File: config.mk
export PLATFORM = sky130hd
export DESIGN_NAME = wb_master
export DESIGN_NICKNAME = d
export VERILOG_FILES = /design/src/rtl/wb_master.sv
export SDC_FILE = /design/constraint.sdc
export NUM_CORES = 1
export LEC_CHECK = 0
export CORE_UTILIZATION = 38
export CTS_CLUSTER_DIAMETER = 30
export DETAILED_ROUTE_END_ITERATION = 8
export GPL_TIMING_DRIVEN = 0
export PLACE_DENSITY = 0.85
export SLEW_MARGIN = 10
export SYNTH_ARGS = -nofsm -noshare
export SYNTH_HDL_FRONTEND = slang
export SYNTH_SLANG_ARGS = --single-unit
File: constraint.sdc
create_clock -name wb_clk_in -period 1.3 [get_ports wb_clk_in]
set_input_delay 0.13 -clock wb_clk_in [delete_from_list [all_inputs] [get_ports wb_clk_in]]
set_output_delay 0.13 -clock wb_clk_in [all_outputs]
set_load 0.005 [all_outputs]
File: src/rtl/wb_master.sv
// Single-outstanding Wishbone B4 classic master: one local command becomes one bus cycle.
// Optional feature macro: WB_MASTER_TIMEOUT_EN adds a bus-cycle timeout that returns rsp_err_o.
module wb_master #(
   parameter int ADR_WIDTH = 4,
   parameter int WIDTH     = 8,
   parameter int TIMEOUT   = 255
) (
   input  logic                 wb_clk_in,
   input  logic                 wb_rst_in,
   input  logic                 cmd_valid_in,
   output logic                 cmd_ready_o,
   input  logic                 cmd_we_in,
   input  logic [ADR_WIDTH-1:0] cmd_adr_in,
   input  logic [WIDTH-1:0]     cmd_dat_in,
   output logic                 rsp_valid_o,
   output logic [WIDTH-1:0]     rsp_dat_o,
   output logic                 rsp_err_o,
   output logic [ADR_WIDTH-1:0] wb_adr_o,
   output logic [WIDTH-1:0]     wb_dat_o,
   output logic                 wb_we_o,
   output logic                 wb_cyc_o,
   output logic                 wb_stb_o,
   input  logic                 wb_ack_in,
   input  logic [WIDTH-1:0]     wb_dat_in
);

   typedef enum logic [1:0] {
      ST_IDLE = 2'd0,
      ST_BUS  = 2'd1,
      ST_RESP = 2'd2
   } state_t;

   state_t                 r_state;
   logic                   r_cmdReady;
   logic                   r_rspValid;
   logic [WIDTH-1:0]       r_rspDat;
   logic [ADR_WIDTH-1:0]   r_wbAdr;
   logic [WIDTH-1:0]       r_wbDat;
   logic                   r_wbWe;
   logic                   r_wbCyc;
   logic                   r_wbStb;

`ifdef WB_MASTER_TIMEOUT_EN
   localparam int CNT_W = $clog2(TIMEOUT + 1);
   logic [CNT_W-1:0]       r_toCount;
   logic                   r_rspErr;
`endif

   // RESP always inserts one STB-low cycle so a registered-ACK slave can drop ACK.
   always_ff @(posedge wb_clk_in) begin
      if (wb_rst_in) begin
         r_state    <= ST_IDLE;
         r_cmdReady <= 1'b1;
         r_rspValid <= 1'b0;
         r_rspDat   <= '0;
         r_wbAdr    <= '0;
         r_wbDat    <= '0;
         r_wbWe     <= 1'b0;
         r_wbCyc    <= 1'b0;
         r_wbStb    <= 1'b0;
`ifdef WB_MASTER_TIMEOUT_EN
         r_toCount  <= '0;
         r_rspErr   <= 1'b0;
`endif
      end else begin
         case (r_state)
            ST_IDLE: begin
               r_rspValid <= 1'b0;
               if (cmd_valid_in) begin
                  r_wbWe     <= cmd_we_in;
                  r_wbAdr    <= cmd_adr_in;
                  r_wbDat    <= cmd_dat_in;
                  r_wbCyc    <= 1'b1;
                  r_wbStb    <= 1'b1;
                  r_cmdReady <= 1'b0;
`ifdef WB_MASTER_TIMEOUT_EN
                  r_toCount  <= '0;
`endif
                  r_state    <= ST_BUS;
               end
            end
            ST_BUS: begin
               if (wb_ack_in) begin
                  r_wbCyc    <= 1'b0;
                  r_wbStb    <= 1'b0;
                  r_rspValid <= 1'b1;
                  if (!r_wbWe) begin
                     r_rspDat <= wb_dat_in;
                  end
`ifdef WB_MASTER_TIMEOUT_EN
                  r_rspErr   <= 1'b0;
`endif
                  r_state    <= ST_RESP;
               end
`ifdef WB_MASTER_TIMEOUT_EN
               // The count reaching TIMEOUT on this edge means STB was high for TIMEOUT cycles.
               else if (r_toCount == CNT_W'(TIMEOUT - 1)) begin
                  r_wbCyc    <= 1'b0;
                  r_wbStb    <= 1'b0;
                  r_rspValid <= 1'b1;
                  r_rspErr   <= 1'b1;
                  r_rspDat   <= '0;
                  r_toCount  <= CNT_W'(TIMEOUT);
                  r_state    <= ST_RESP;
               end else begin
                  r_toCount  <= r_toCount + CNT_W'(1);
               end
`endif
            end
            ST_RESP: begin
               r_rspValid <= 1'b0;
               r_cmdReady <= 1'b1;
               r_state    <= ST_IDLE;
            end
            default: begin
               r_rspValid <= 1'b0;
               r_cmdReady <= 1'b1;
               r_wbCyc    <= 1'b0;
               r_wbStb    <= 1'b0;
               r_state    <= ST_IDLE;
            end
         endcase
      end
   end

   assign cmd_ready_o = r_cmdReady;
   assign rsp_valid_o = r_rspValid;
   assign rsp_dat_o   = r_rspDat;
   assign wb_adr_o    = r_wbAdr;
   assign wb_dat_o    = r_wbDat;
   assign wb_we_o     = r_wbWe;
   assign wb_cyc_o    = r_wbCyc;
   assign wb_stb_o    = r_wbStb;

`ifdef WB_MASTER_TIMEOUT_EN
   assign rsp_err_o   = r_rspErr;
`else
   assign rsp_err_o   = 1'b0;
`endif

endmodule

==> reports/summary.txt, run 1 <==
Kind of critical path: flip-flop to flip-flop
Nature of the critical path startpoint: flip-flop
Via density: 4.65
Worst setup EP type: flip-flop
Initial antenna violation count: 0
DP Cell Count: 185
Worst Reg-to-Reg Cells: 4
Sequential area share after synthesis: 0.525
Core area: 2480 sq um
Final Skew: 18.8 ps
Mapped Area: 991 sq um
Gr busiest metal: met2
Die height: 53.1 um
Cell area after layout: 1560 sq um
Wirelength, routed: 2210 um
Hold WC Path Type: input pin to flip-flop
Post-route minimum period: 1230 ps
Root Buffer: clkbuf_4
Num ports: 51
Synth warn: 0
DPL Wire Length: 1630 um
Vias: 879
Vias in the first global route: 794
Total power: 1720 uW
Syn_area_per_cell: 9.26 sq um
Worst-path clk slew: 150 ps
Max rail drop VDD: 1.18 mV
Leak Pwr: 0.000695 uW
Worst Hold Launch: wb_rst_in
CTS max path bufs: 2
Cells along the critical path: and4bb_1 > buf_6 > mux2i_1 > nor2_1
CTS sink count: 26
Buffers plus inverters on the worst setup path: 1
Worst EP required: 1510 ps
Largest net degree at the start of global routing: 16
GR Layer Usage met1: 0.201
Met3 Usage GRT: 0.0747
CTS tree: yes
Max Slew Vio Count: 0
Placed Area: 1510 sq um
H-tree depth: 1
Family with the most delay on the worst path: flip-flops
Outcome: completed
Ant. Diodes: 0
Max Cap Violations: 0
Worst Hold Margin: 156 ps
Area growth from synthesis to layout: 57.3%
Worst flop-to-flop path startpoint: r_state[1]$_SDFFE_PP0P_
Synthesis-stage register bit count: 26
Final Hold Viols: 0
Layout cells sized above 1: 0.252
Post-route ant nets: 0
TritonCTS Buffers: 3
Drt wl/cell: 11.7 um
Final Net Count: 185
Die ar.: 2820 sq um
Post-synthesis cell type count: 19
CTS Hold Bufs: 0
Detailed Route Iter0 Violations: 5
Setup violations, final: 0
First-pass DRT Iterations: 4
Latest clock arrival within the worst-skew pair: 340 ps
Hold depth: 2
RSZ-0062 raised after global routing: false
Placer congestion estimate: 0.642
First-pass GRT wire length: 3530 um
Critical path's slowest cell: dfxtp_2
Non-filler cells, final: 189
Post-Syn Instances: 107
Initial Util: 0.400
WP data arrival: 1440 ps
DRC viols: 0
Row Count: 18
Grt ovf: 0
Largest fanout on the critical path: 9
Fin crit share: 0.943
Die width: 53.1 um
Crit path largest cell delay: 400 ps
Reg-to-reg endpoint: rsp_dat_o[5]$_SDFFE_PP0P_
GR Util met2: 0.289
PwrDens: 1100 nW/um^2
Port Buffers: 48
Total GRT Usage: 0.178
Setup slack, reg-to-reg: 70 ps
Syn_nets: 132
Hold EP: wb_dat_o[0]$_SDFFE_PP0P_
Max Freq: 816 MHz
-- placed cells by master, fill, tap and decap left out, drive strengths merged, types with 2 or more instances in the layout --
cell type,instances
nand2,27
dlygate4sd2,25
nor3,2
inv,2
buf,6
dfxtp,26
a21oi,14
mux2i,9
clkdlybuf4s50,23
nor2,10
clkbuf,6
-- metrics by stage --
step                       util  TNS [ps]  setup WS, ps
after detailed placement  0.609     -3380          -205
after CTS                 0.636         0          19.1
after global placement    0.609     -2910          -173
final                     0.629         0          74.7
after floorplan               -         0           124
after global routing      0.629         0          4.36
-- Yosys cell counts (all sizes together) --
cell type  count  area share
a21oi         14       0.071
and4bb         1       0.013
buf            6       0.057
clkbuf         3       0.011
conb           1      0.0038
dfxtp         26        0.53
inv            2      0.0076
mux2i          9       0.091
nand2         27        0.10
nor2          10       0.038
nor3           2       0.010
nor3b          1       0.019
nor4b          1       0.015
o21bai         1      0.0076
o31ai          1      0.0076
or3b           1       0.011
or4b           1       0.010
-- metal layers --
| layer | wire length [um] | part of all wire | vias to the layer above |
|---|---|---|---|
| met5 | 0 | 0 | - |
| met4 | 38 | 0.017 | 0 |
| met3 | 157 | 0.071 | 5 |
| met2 | 1070 | 0.49 | 29 |
| met1 | 937 | 0.42 | 398 |
| li1 | - | - | 447 |
-- cell families (layout without fill, tap and decap cells) --
logic type	after synthesis	in the layout	share of synthesized area
buffers and inverters	11	63	0.0757
AOI/OAI and AO/OA	16	16	0.0859
DFF	26	26	0.525
and+or+nand+nor	44	44	0.218
muxes	9	9	0.0909
other	1	1	0.00378
-- registers in the layout (all words and copies together), names as in the netlist --
| signal | flops |
|---|---|
| r_state | 2 |
| wb_dat_o | 8 |
| wb_we_o | 1 |
| wb_stb_o | 1 |
| rsp_valid_o | 1 |
| wb_adr_o | 4 |
| cmd_ready_o | 1 |
| rsp_dat_o | 8 |
-- where the power goes --
part | switching (uW) | internal, uW | leakage (uW) | total, uW
Combinational | 107 | 171 | 0.000444 | 279
Sequential | 27.0 | 850 | 0.000223 | 877
Clock | 253 | 312 | 0.0000279 | 565
-- layout make-up --
class                      instances  area, sq um
clock inverter                     1         30.0
inverter                           2         7.51
sequential                        26          553
buffer                             8         56.3
fill                             225          918
multi-input combinational         70          395
clock buffer                       3         22.5
timing repair buffer              49          457
tap                               30         37.5
-- how the worst max path moves through the flow --
stage                                 start                        end  slack, ps  cells after the start
global route        r_state[1]$_SDFFE_PP0P_  rsp_dat_o[7]$_SDFFE_PP0P_          4                      4
CTS                 r_state[0]$_SDFFE_PP0P_  rsp_dat_o[7]$_SDFFE_PP0P_         20                      4
finish              r_state[1]$_SDFFE_PP0P_  rsp_dat_o[5]$_SDFFE_PP0P_         70                      4
floorplan           r_state[1]$_SDFFE_PP0P_   wb_adr_o[0]$_SDFFE_PP0P_        120                      5
global placement               cmd_valid_in   wb_adr_o[1]$_SDFFE_PP0P_       -170                      5
detailed placement             cmd_valid_in   wb_dat_o[4]$_SDFFE_PP0P_       -200                      5
-- repair_timing --
item / CTS / global route
pin swaps: 0 / 1
buffers inserted: 2 / 0
setup endpoints to repair: 25 / 13
gates resized for setup: 49 / 2
(Power assumes the default switching activity.)
==> run 2: changes to the inputs <==
--- a/config.mk
+++ b/config.mk
@@ -5,6 +5,7 @@
 export SDC_FILE = /design/constraint.sdc
 export NUM_CORES = 1
 export LEC_CHECK = 0
+export CAP_MARGIN = 20
 export CORE_UTILIZATION = 38
 export CTS_CLUSTER_DIAMETER = 30
 export DETAILED_ROUTE_END_ITERATION = 8
==> results of run 2 <==
No change in the layout: final DEF, timing and power equal those of run 1.
